File: config.mk
export PLATFORM = sky130hd
export DESIGN_NAME = receive
export DESIGN_NICKNAME = d
export VERILOG_FILES = /design/src/rtl/receive.sv
export SDC_FILE = /design/constraint.sdc
export NUM_CORES = 1
export LEC_CHECK = 0
export CORE_ASPECT_RATIO = 0.7
export CORE_MARGIN = 4
export CORE_UTILIZATION = 50
export DETAILED_ROUTE_END_ITERATION = 6
export PLACE_DENSITY = 0.71
export SLEW_MARGIN = 30
export SYNTH_ARGS = -nofsm -noshare
export SYNTH_HDL_FRONTEND = slang
export SYNTH_SLANG_ARGS = --single-unit
File: constraint.sdc
create_clock -name clk -period 3 [get_ports clk]
set_input_delay 0.6 -clock clk [delete_from_list [all_inputs] [get_ports clk]]
set_output_delay 0.6 -clock clk [all_outputs]
set_load 0.005 [all_outputs]
File: src/rtl/receive.sv
// receive: 8N1 UART receiver, mid-bit sampling on an oversampling clock
module receive #(
  parameter int CLKS_PER_BIT = 16
) (
  input  logic       clk,
  input  logic       rst,
  input  logic       rxd,
  output logic [7:0] word,
  output logic       recieve_ready
);
  localparam int HALF = CLKS_PER_BIT / 2;
  localparam int CW = $clog2(CLKS_PER_BIT);
  typedef enum logic [2:0] {IDLE, START, DATA, STOP, WAIT_HIGH} state_t;
  state_t        r_state, w_state;
  logic [1:0]    r_sync;
  logic [CW-1:0] r_cnt, w_cnt;
  logic [2:0]    r_bitn, w_bitn;
  logic [7:0]    r_shreg, w_shreg;
  logic [7:0]    r_word, w_word;
  logic          r_rdy, w_rdy;
  logic          w_rxs, w_half, w_end;
  assign w_rxs = r_sync[1];
  assign w_half = r_cnt == CW'(HALF - 1);
  assign w_end = r_cnt == CW'(CLKS_PER_BIT - 1);
  assign word = r_word;
  assign recieve_ready = r_rdy;
  // two-flop synchronizer; idles high so reset never looks like a start bit
  always_ff @(posedge clk or negedge rst) begin
    if (!rst) r_sync <= 2'b11;
    else      r_sync <= {r_sync[0], rxd};
  end
  // frame state and datapath registers
  always_ff @(posedge clk or negedge rst) begin
    if (!rst) begin
      r_state <= IDLE;
      r_cnt   <= '0;
      r_bitn  <= '0;
      r_shreg <= '0;
      r_word  <= '0;
      r_rdy   <= 1'b0;
    end else begin
      r_state <= w_state;
      r_cnt   <= w_cnt;
      r_bitn  <= w_bitn;
      r_shreg <= w_shreg;
      r_word  <= w_word;
      r_rdy   <= w_rdy;
    end
  end
  // next-state: start validated at half bit, then sample every full bit period
  always_comb begin
    w_state = r_state;
    w_cnt   = r_cnt;
    w_bitn  = r_bitn;
    w_shreg = r_shreg;
    w_word  = r_word;
    w_rdy   = 1'b0;
    case (r_state)
      IDLE: begin
        if (!w_rxs) begin
          w_state = START;
          w_cnt   = '0;
        end
      end
      START: begin
        if (w_half) begin
          w_cnt   = '0;
          w_bitn  = '0;
          w_state = w_rxs ? IDLE : DATA;
        end else w_cnt = r_cnt + CW'(1);
      end
      DATA: begin
        if (w_end) begin
          w_shreg = {w_rxs, r_shreg[7:1]};
          w_cnt   = '0;
          w_bitn  = r_bitn + 3'd1;
          if (r_bitn == 3'd7) w_state = STOP;
        end else w_cnt = r_cnt + CW'(1);
      end
      STOP: begin
        if (w_end) begin
          w_cnt = '0;
          if (w_rxs) begin
            w_word  = r_shreg;
            w_rdy   = 1'b1;
            w_state = IDLE;
          end else w_state = WAIT_HIGH;
        end else w_cnt = r_cnt + CW'(1);
      end
      WAIT_HIGH: begin
        if (w_rxs) w_state = IDLE;
      end
      default: w_state = IDLE;
    endcase
  end
endmodule

==> results of run 1 <==
## layer usage
metal | wire length (um) | part of all wire
met3 | 70 | 0.033
met1 | 1090 | 0.52
met2 | 923 | 0.44
met5 | 0 | 0
met4 | 19 | 0.0090
## power by group
group          internal, mW  switching, mW
Combinational         0.106         0.0921
Sequential            0.437         0.0668
Clock                 0.116          0.129
## cell families after synthesis
group | count (synthesis) | synth area share
muxes | 17 | 0.153
buffers and inverters | 7 | 0.0250
and+or+nand+nor | 18 | 0.102
AOI/OAI and AO/OA | 16 | 0.100
xor gates and xnor gates | 1 | 0.00701
adders and majority gates | 3 | 0.0300
DFF | 29 | 0.583
## worst max-delay path by stage
stage | to | startpoint
finish | word[6] | r_cnt[0]
floorplan | word[0] | r_cnt[0]
global route | word[6] | r_cnt[0]
global placement | word[4] | r_cnt[0]
CTS | word[0] | r_cnt[0]
detailed placement | word[6] | r_cnt[0]
## layout make-up
class / instances / area share
Sequential cell: 29 / 0.498
Multi-Input combinational cell: 55 / 0.336
Timing Repair Buffer: 14 / 0.0908
Clock buffer: 8 / 0.0402
Tap cell: 32 / 0.0274
Inverter: 3 / 0.00771
## flip-flops by register name, summed over array words and instances (netlist names)
name,cells
r_state,3
r_cnt,4
r_bitn,3
recieve_ready,1
r_sync,2
r_shreg,8
word,8
## cell usage in the layout (no fill, tap or decap), drive strengths merged
cell	netlist	routed
o31ai	1	1
nand2b	2	2
a311oi	2	2
and3b	2	2
or3	2	2
a31oi	1	1
clkbuf	2	8
ha	3	3
xnor2	1	1
and2	1	1
o2bb2ai	2	2
inv	3	3
buf	2	3
a32o	1	1
mux2	17	17
a22o	3	3
a21oi	2	2
nor2	2	2
nor3	1	1
clkdlybuf4s50	0	11
dfrtp	27	27
a21o	2	2
nand3	2	2
o211ai	1	1
nor3b	3	3
nor4	1	1
nand2	2	2
a21boi	1	1
dfstp	2	2
## critical path, stage by stage (launching register included)
cell                      delay, ns
sky130_fd_sc_hd__dfrtp_1       0.40
sky130_fd_sc_hd__ha_1          0.24
sky130_fd_sc_hd__nand3_2       0.15
sky130_fd_sc_hd__nor4_4        0.53
sky130_fd_sc_hd__mux2_2        0.41
==> metrics.log, run 1 <==
INFO  metric outcome = finished, final reports clean
INFO  metric drive_above_1_share = 0.275
INFO  metric final.setup.tns = 0 ns
INFO  metric met2_usage = 0.208
INFO  metric dpl.cell_count = 133
INFO  metric post_cts.resized_instances = 0
INFO  metric regToRegStartpoint = r_cnt[0]
INFO  metric ys_top_cells_by_area = sky130_fd_sc_hd__dfrtp_1 (54%), sky130_fd_sc_hd__mux2_2 (15%), sky130_fd_sc_hd__dfstp_2 (4.2%)
INFO  metric grt.overflow.total = 0
INFO  metric maxCapViolCount = 0
INFO  metric post-synth-top-count-cell = sky130_fd_sc_hd__dfrtp_1
INFO  metric min_period_over_period = 0.611
INFO  metric synth_top_cell_area_share = 0.541
INFO  metric synth_area_leader_cell = sky130_fd_sc_hd__dfrtp_1
INFO  metric vias_per_cell = 5.55
INFO  metric count_of_antenna_violating_nets_left_after_detailed_routing = 0
INFO  metric reg2reg_to = word[6]
INFO  metric report.final.slew_viol_count = 0
INFO  metric clk_pin_slew_worst_paths = 0.09 ns
INFO  metric synthesis.area_per_instance = 13.7 um2
INFO  metric clock-sinks = 29
INFO  metric drtPass1Iterations = 4
INFO  metric number_of_primary_i_o_pins = 12
INFO  metric grt.met3_usage = 0.0682
INFO  metric fin_worst_skew = 0.00450 ns
INFO  metric layout.core_utilization = 0.647
INFO  metric cts.htree.levels = 2
INFO  metric max_clk_rate = 0.546 GHz
INFO  metric critical_path.startpoint_type = register
INFO  metric finish.instance_area = 1460 um2
INFO  metric min_path_cells = 0
INFO  metric setup_slack = 1.17 ns
INFO  metric dp_slack = 1.15 ns
INFO  metric nNetsFinal = 114
INFO  metric number_of_non_filler_instances_in_the_completed_layout = 141
INFO  metric timing.hold.worst.class = register to register
INFO  metric synth_async_sr_flop_share = 1.00
INFO  metric fill_cells = 185
INFO  metric worst_ir_drop_vdd = 364 uV
INFO  metric cts-buffers-inserted = 5
INFO  metric timing.reg2reg.setup_slack = 1.17 ns
INFO  metric cts_hold_buf = 0
INFO  metric synth_enable_flop_cells = 0
INFO  metric drc_violations = 0
INFO  metric synth_top_flop_cell = sky130_fd_sc_hd__dfrtp_1
INFO  metric synth-seq-cells = 29
INFO  metric core_region_area = 2260 um2
INFO  metric detailed_place_hpwl = 1520 um
INFO  metric groute.layer.met1.usage = 0.212
INFO  metric grt_antenna_before_repair = 0
INFO  metric die-width = 67.8 um
INFO  metric multi_input_comb_area = 490 um2
INFO  metric setup_viol = 0
INFO  metric critical_path_arrival = 2.04 ns
INFO  metric cp_required = 3.21 ns
INFO  metric cts-root-to-sink-buffers = 2
INFO  metric fin_total_pwr = 0.946 mW
INFO  metric drt_wl_total = 2110 um
INFO  metric clk_latency = 0.32 ns
INFO  metric regArea = 728 um2
INFO  metric max_slew_margin = 0.585
INFO  metric port_bufs = 11
INFO  metric die_height = 49.8 um
INFO  metric setup.worst_path.end_class = register
INFO  metric detail_route.iter0.violations = 53
INFO  metric worstHoldEndpoint = r_sync[1]
INFO  metric post_synthesis_instance_area = 1250 um2
INFO  metric timing_worst_setup_path_type = register to register
INFO  metric die-area = 3380 um2
INFO  metric max_slew.worst_pin.slew = 0.621 ns
INFO  metric grt_setup_unrepaired = false
INFO  metric detail_route.wl_per_cell = 14.9 um
INFO  metric ys_top_cells_by_count = sky130_fd_sc_hd__dfrtp_1 (27), sky130_fd_sc_hd__mux2_2 (17)
INFO  metric synth_seq_area_share = 0.583
INFO  metric timing.hold.ws = 0.366 ns
INFO  metric clock_tree_from_tritoncts = built
INFO  metric dpl_cell_area = 1400 um2
INFO  metric reg2reg_depth = 4
INFO  metric p_leak = 0.689 nW
INFO  metric gp_congestion = 0.765
INFO  metric pwr_density_cell = 648 nW/um2
INFO  metric report.final.hold_viol_count = 0
INFO  metric fin_crit = 1.83 ns
INFO  metric critPathMaxFanout = 9
INFO  metric route.vias.total = 783
INFO  metric ys.warnings.count = 0
INFO  metric via_count_of_the_first_global_routing_pass = 783
INFO  metric cts.root.buffer_cell = sky130_fd_sc_hd__clkbuf_4
INFO  metric grt_most_used_layer = met1
INFO  metric grt_first_pass_wirelength = 3680 um
INFO  metric syn-instance-count = 91
INFO  metric flow.area_growth_from_synthesis = 16.9%
INFO  metric mappedNetlistNets = 97
INFO  metric fp-row-count = 14
INFO  metric synth.lib_cells_used.distinct = 30
INFO  metric globalRouteTotalUtil = 0.154
INFO  metric num_antenna_cells = 0
INFO  metric number_of_buffers_inserted_to_repair_setup_after_cts = 0
INFO  metric grt_max_degree = 16
INFO  metric min-delay-start = r_sync[0]
INFO  metric initial_utilization = 0.553
Power figures use the tool's default switching activity.
==> inputs of run 2 (changes only) <==
==> constraint.sdc (replaced) <==
create_clock -name clk -period 1.7 [get_ports clk]
set_input_delay 0.34 -clock clk [delete_from_list [all_inputs] [get_ports clk]]
set_output_delay 0.34 -clock clk [all_outputs]
set_load 0.005 [all_outputs]
==> run 2 against run 1 <==
  * Sequential share of layout area shrank 1.9 points
  * Clock power rose by 68%
  * Global-route usage fell by 0.12 points
  * First-iteration DRC count down 47%
  * Final cell count rose by 4.3%
  * Hold slack got worse by 0.0064 ns
  * Core utilization up 2.5 points
  * Clock-buffer cell count shrank 1
  * Non-clock buffer count up 7
  * Die area unchanged
  * Power grew 82%
  * Wire length rose by 1.5%
  * Critical path type unchanged
  * Critical endpoint is now r_shreg[0]
  * Highest routed layer unchanged
==> metrics.log, run 2 (synthesis gave the netlist of run 1 again) <==
INFO  metric nNetsFinal = 121
INFO  metric grt.overflow.total = 0
INFO  metric max_clk_rate = 0.628 GHz
INFO  metric fp-row-count = 14
INFO  metric globalRouteTotalUtil = 0.152
INFO  metric vias_per_cell = 5.63
INFO  metric worstSetupEndpoint = r_shreg[0]
INFO  metric pwr-share-clk = 0.239
INFO  metric worst_ir_drop_vdd = 628 uV
INFO  metric critical_path.startpoint_type = register
INFO  metric cts-root-to-sink-buffers = 2
INFO  metric cts.root.buffer_cell = sky130_fd_sc_hd__clkbuf_4
INFO  metric internal_power = 1.20 mW
INFO  metric p_comb_frac = 0.255
INFO  metric max_slew_margin = 0.761
INFO  metric regToRegStartpoint = r_cnt[0]
INFO  metric dpl_cell_area = 1440 um2
INFO  metric grt_antenna_before_repair = 0
INFO  metric report.final.slew_viol_count = 0
INFO  metric layout.core_utilization = 0.672
INFO  metric cts-buffers-inserted = 5
INFO  metric clock_tree_from_tritoncts = built
INFO  metric reg2reg_to = r_shreg[0]
INFO  metric worst_setup_path_startpoint = r_cnt[0]
INFO  metric count_of_antenna_violating_nets_left_after_detailed_routing = 0
INFO  metric gp_congestion = 0.753
INFO  metric drc_violations = 0
INFO  metric setup.worst_path.end_class = register
INFO  metric route.vias.total = 828
INFO  metric finish.instance_area = 1520 um2
INFO  metric fin_worst_skew = 0.00783 ns
INFO  metric critical_path_arrival = 1.80 ns
INFO  metric report.final.hold_viol_count = 0
INFO  metric critPathMaxFanout = 7
INFO  metric setup_slack = 0.108 ns
INFO  metric mostFrequentLayoutCell = sky130_fd_sc_hd__dfrtp_1
INFO  metric most-common-layout-cells = sky130_fd_sc_hd__dfrtp_1 (27), sky130_fd_sc_hd__mux2_2 (17), sky130_fd_sc_hd__clkdlybuf4s50_1 (11)
INFO  metric clock-sinks = 29
INFO  metric switching_share = 0.303
INFO  metric initial_utilization = 0.553
INFO  metric dp_slack = 0.0437 ns
INFO  metric num_antenna_cells = 0
INFO  metric drt_wl_total = 2140 um
INFO  metric grt_first_pass_wirelength = 3820 um
INFO  metric cts.htree.levels = 2
INFO  metric p_switching = 0.521 mW
INFO  metric max_slew.worst_pin.slew = 0.359 ns
INFO  metric min_period_over_period = 0.937
INFO  metric clk_latency = 0.32 ns
INFO  metric reg2reg_depth = 5
INFO  metric detail_route.iter0.violations = 28
INFO  metric drtPass1Iterations = 4
INFO  metric port_bufs = 11
INFO  metric core_region_area = 2260 um2
INFO  metric p_leak = 0.726 nW
INFO  metric outcome = finished, final reports clean
INFO  metric timing_worst_setup_path_type = register to register
INFO  metric drive_above_1_share = 0.330
INFO  metric setup_viol = 0
INFO  metric via_count_of_the_first_global_routing_pass = 819
INFO  metric die-area = 3380 um2
INFO  metric power_frac_seq = 0.506
INFO  metric final.setup.tns = 0 ns
INFO  metric fin_total_pwr = 1.72 mW
INFO  metric die-width = 67.8 um
INFO  metric fin_crit = 1.59 ns
INFO  metric pwr_density_cell = 1130 nW/um2
INFO  metric flow.area_growth_from_synthesis = 21.5%
INFO  metric timing.hold.worst.class = register to register
INFO  metric grt_setup_unrepaired = false
INFO  metric clk_pin_slew_worst_paths = 0.09 ns
INFO  metric number_of_primary_i_o_pins = 12
INFO  metric die_height = 49.8 um
INFO  metric detailed_place_hpwl = 1440 um
INFO  metric detail_route.wl_per_cell = 14.5 um
INFO  metric cp_required = 1.91 ns
INFO  metric timing.reg2reg.setup_slack = 0.11 ns
INFO  metric grt_max_degree = 30
INFO  metric maxCapViolCount = 0
==> run 2: layout make-up <==
type	count	area [um2]
fillers	156	741
flip-flops and latches	29	728
multi-input cells	55	495
repair buffers	21	189
clock buffers	7	55.1
well taps	32	40.0
inverters	3	11.3
==> run 2: timing repair <==
item                                    CTS  global route
endpoints found under the setup margin    0            16
hold buffers                              0             0
gates resized for setup                   0             3
setup buffers                             0             1
==> run 2: how the worst min path moves through the flow <==
stage | cells past startpoint | from | slack [ns] | endpoint
2_1_floorplan | 0 | rst | 0.04 | r_bitn[0]
3_3_place_gp | 0 | r_sync[0] | 0.35 | r_sync[1]
3_5_place_dp | 0 | r_sync[0] | 0.35 | r_sync[1]
4_1_cts | 0 | r_sync[0] | 0.36 | r_sync[1]
5_1_grt | 0 | r_sync[0] | 0.37 | r_sync[1]
6_report | 0 | r_sync[0] | 0.36 | r_sync[1]
==> run 2: metal layers <==
layer | share of wire | global-route usage | vias to the layer above
li1 | - | - | 385
met1 | 0.50 | 0.204 | 406
met2 | 0.42 | 0.212 | 32
met3 | 0.070 | 0.0773 | 5
met4 | 0.014 | 0.0505 | 0
met5 | 0 | 0 | -
==> run 2: power by group through the flow <==
stage / Clock, mW / Sequential (mW) / Combinational (mW)
6_report: 0.410 / 0.870 / 0.439
5_1_grt: 0.462 / 0.885 / 0.487
4_1_cts: 0.426 / 0.867 / 0.415
3_5_place_dp: 0 / 0.881 / 0.412
3_3_place_gp: 0 / 0.871 / 0.398
2_1_floorplan: 0 / 0.843 / 0.323
==> run 2: critical path, cell delays in order, from the launching register on <==
cell,delay [ns]
sky130_fd_sc_hd__dfrtp_1,0.39
sky130_fd_sc_hd__ha_1,0.20
sky130_fd_sc_hd__nand3_2,0.15
sky130_fd_sc_hd__nor3_2,0.22
sky130_fd_sc_hd__buf_4,0.18
sky130_fd_sc_hd__mux2_2,0.33
==> run 2: through the flow <==
step | std cells | hold slack [ns]
after floorplan | 91 | 0.0444
after global placement | 138 | 0.349
after detailed placement | 138 | 0.349
after CTS | 145 | 0.361
after global routing | 147 | 0.371
final | 147 | 0.359
==> inputs of run 3 (changes only) <==
--- a/config.mk
+++ b/config.mk
@@ -6,7 +6,6 @@
 export NUM_CORES = 1
 export LEC_CHECK = 0
 export CORE_ASPECT_RATIO = 0.7
-export CORE_MARGIN = 4
 export CORE_UTILIZATION = 50
 export DETAILED_ROUTE_END_ITERATION = 6
 export PLACE_DENSITY = 0.71
==> run 3 against run 2 <==
  * Global-route usage increased by 2.1 points
  * Sequential cell count unchanged
  * Core utilization increased by 1.5 points
  * Die area is 20% lower
  * Critical path type unchanged
  * Largest cell class unchanged
  * Largest power group unchanged
==> metrics.log, run 3 (synthesis gave the netlist of run 1 again) <==
INFO  metric core_region_area = 2260 um2
INFO  metric drtPass1Iterations = 4
INFO  metric number_of_primary_i_o_pins = 12
INFO  metric max_slew.worst_pin.slew = 0.349 ns
INFO  metric drc_violations = 0
INFO  metric die-width = 61.8 um
INFO  metric port_bufs = 11
INFO  metric critical-path-max-stage-delay = 0.57 ns
INFO  metric clk_latency = 0.31 ns
INFO  metric critical_path.startpoint_type = register
INFO  metric max_slew_margin = 0.767
INFO  metric gp_congestion = 0.792
INFO  metric globalRouteTotalUtil = 0.173
INFO  metric worst_ir_drop_vdd = 562 uV
INFO  metric dp_slack = 0.0405 ns
INFO  metric report.final.slew_viol_count = 0
INFO  metric fin_worst_skew = 0.00803 ns
INFO  metric most-common-layout-cells = sky130_fd_sc_hd__dfrtp_1 (27), sky130_fd_sc_hd__mux2_2 (17), sky130_fd_sc_hd__clkdlybuf4s50_1 (11)
INFO  metric critical_path.slowest_cell = sky130_fd_sc_hd__dfstp_2
INFO  metric cts.htree.levels = 2
INFO  metric grt_max_degree = 30
INFO  metric pwr_density_cell = 1210 nW/um2
INFO  metric finish.instance_area = 1550 um2
INFO  metric cts_hold_buf = 0
INFO  metric route.vias.total = 777
INFO  metric timing_worst_setup_path_type = register to register
INFO  metric cts-buffers-inserted = 5
INFO  metric multi_input_comb_area = 495 um2
INFO  metric die-area = 2710 um2
INFO  metric setup.worst_path.end_class = register
INFO  metric min_period_over_period = 0.948
INFO  metric timing.hold.worst.class = register to register
INFO  metric vias_per_cell = 5.25
INFO  metric outcome = finished, final reports clean
INFO  metric cp_required = 1.91 ns
INFO  metric max_clk_rate = 0.620 GHz
INFO  metric dpl_cell_area = 1430 um2
INFO  metric clk_pin_slew_worst_paths = 0.09 ns
INFO  metric nNetsFinal = 121
INFO  metric drt_wl_total = 1930 um
INFO  metric grt_antenna_before_repair = 0
INFO  metric clock_tree_from_tritoncts = built
INFO  metric setup_viol = 0
INFO  metric grt.overflow.total = 0
INFO  metric initial_utilization = 0.553
INFO  metric path_cells = inv_1 > nor4_4 > buf_4 > mux2_2
INFO  metric drive_above_1_share = 0.345
INFO  metric setup_slack = 0.0877 ns
INFO  metric fill_cells = 163
INFO  metric flow.area_growth_from_synthesis = 24.2%
INFO  metric cts.root.buffer_cell = sky130_fd_sc_hd__clkbuf_4
INFO  metric report.final.hold_viol_count = 0
INFO  metric fp-row-count = 14
INFO  metric detail_route.wl_per_cell = 13.0 um
INFO  metric detailed_place_hpwl = 1340 um
INFO  metric via_count_of_the_first_global_routing_pass = 718
INFO  metric regArea = 728 um2
INFO  metric critPathMaxFanout = 4
INFO  metric grt_first_pass_wirelength = 3240 um
INFO  metric p_leak = 0.739 nW
INFO  metric cts-root-to-sink-buffers = 2
INFO  metric count_of_antenna_violating_nets_left_after_detailed_routing = 0
INFO  metric mostFrequentLayoutCell = sky130_fd_sc_hd__dfrtp_1
INFO  metric detail_route.iter0.violations = 29
INFO  metric fin_total_pwr = 1.88 mW
INFO  metric clock-sinks = 29
INFO  metric fin_crit = 1.61 ns
INFO  metric critical_path_arrival = 1.82 ns
INFO  metric die_height = 43.8 um
INFO  metric maxCapViolCount = 0
INFO  metric num_antenna_cells = 0
-- run 3: changes by cell type in the layout (fill, tap and decap cells not counted) --
cell / change
sky130_fd_sc_hd__clkinvlp_4: +1
sky130_fd_sc_hd__clkbuf_1: -1
sky130_fd_sc_hd__bufinv_16: +1
-- run 3: final timing paths --
kind | startpoint | cells past startpoint | slack, ns | endpoint
setup / recovery | r_sync[1] | 4 | 0.09 | word[7]
hold / removal | r_sync[0] | 0 | 0.36 | r_sync[1]
setup reg to reg | r_sync[1] | 4 | 0.09 | word[7]
hold reg to reg | r_sync[0] | 0 | 0.36 | r_sync[1]
max in group asynchronous | rst | 2 | 1.01 | r_sync[0]
min in group asynchronous | rst | 2 | 0.39 | r_cnt[3]
-- run 3: what timing repair did --
action,in CTS,in global routing
setup buffers,0,2
resized for setup,0,3
setup endpoints to repair,0,16
-- run 3: final cells by class --
class                           count  area share
Clock inverter                      2      0.0242
Inverter                            3     0.00725
Timing Repair Buffer               21       0.122
Sequential cell                    29       0.469
Tap cell                           32      0.0258
Multi-Input combinational cell     55       0.319
Clock buffer                        6      0.0330
-- run 3: report_power, final --
part           total, mW  switching [mW]  internal [mW]
Clock              0.590           0.240          0.350
Combinational      0.424           0.192          0.232
Sequential         0.868          0.0960          0.772
Total               1.88           0.528           1.35
-- run 3: stage by stage --
step           utilization  std cells  setup TNS (ns)  hold slack, ns
3_5_place_dp         0.634        137               0           0.349
3_3_place_gp         0.634        137               0           0.348
6_report             0.687        148               0           0.361
5_1_grt              0.687        148        -0.00727           0.365
4_1_cts              0.673        145               0           0.363
2_1_floorplan            -         91               0          0.0444
-- run 3: layer usage --
| layer | track usage | up-vias | part of all wire |
|---|---|---|---|
| li1 | - | 384 | - |
| met1 | 0.270 | 374 | 0.55 |
| met2 | 0.209 | 17 | 0.39 |
| met3 | 0.0806 | 2 | 0.057 |
| met4 | 0.0533 | 0 | 0.0047 |
| met5 | 0 | - | 0 |
-- run 3: worst max-delay path: cells and delay by family, from the launching register on --
family	cells	cell delay, ns
and+or+nand+nor	1	0.34
buffers and inverters	2	0.28
DFF	1	0.57
muxes	1	0.32
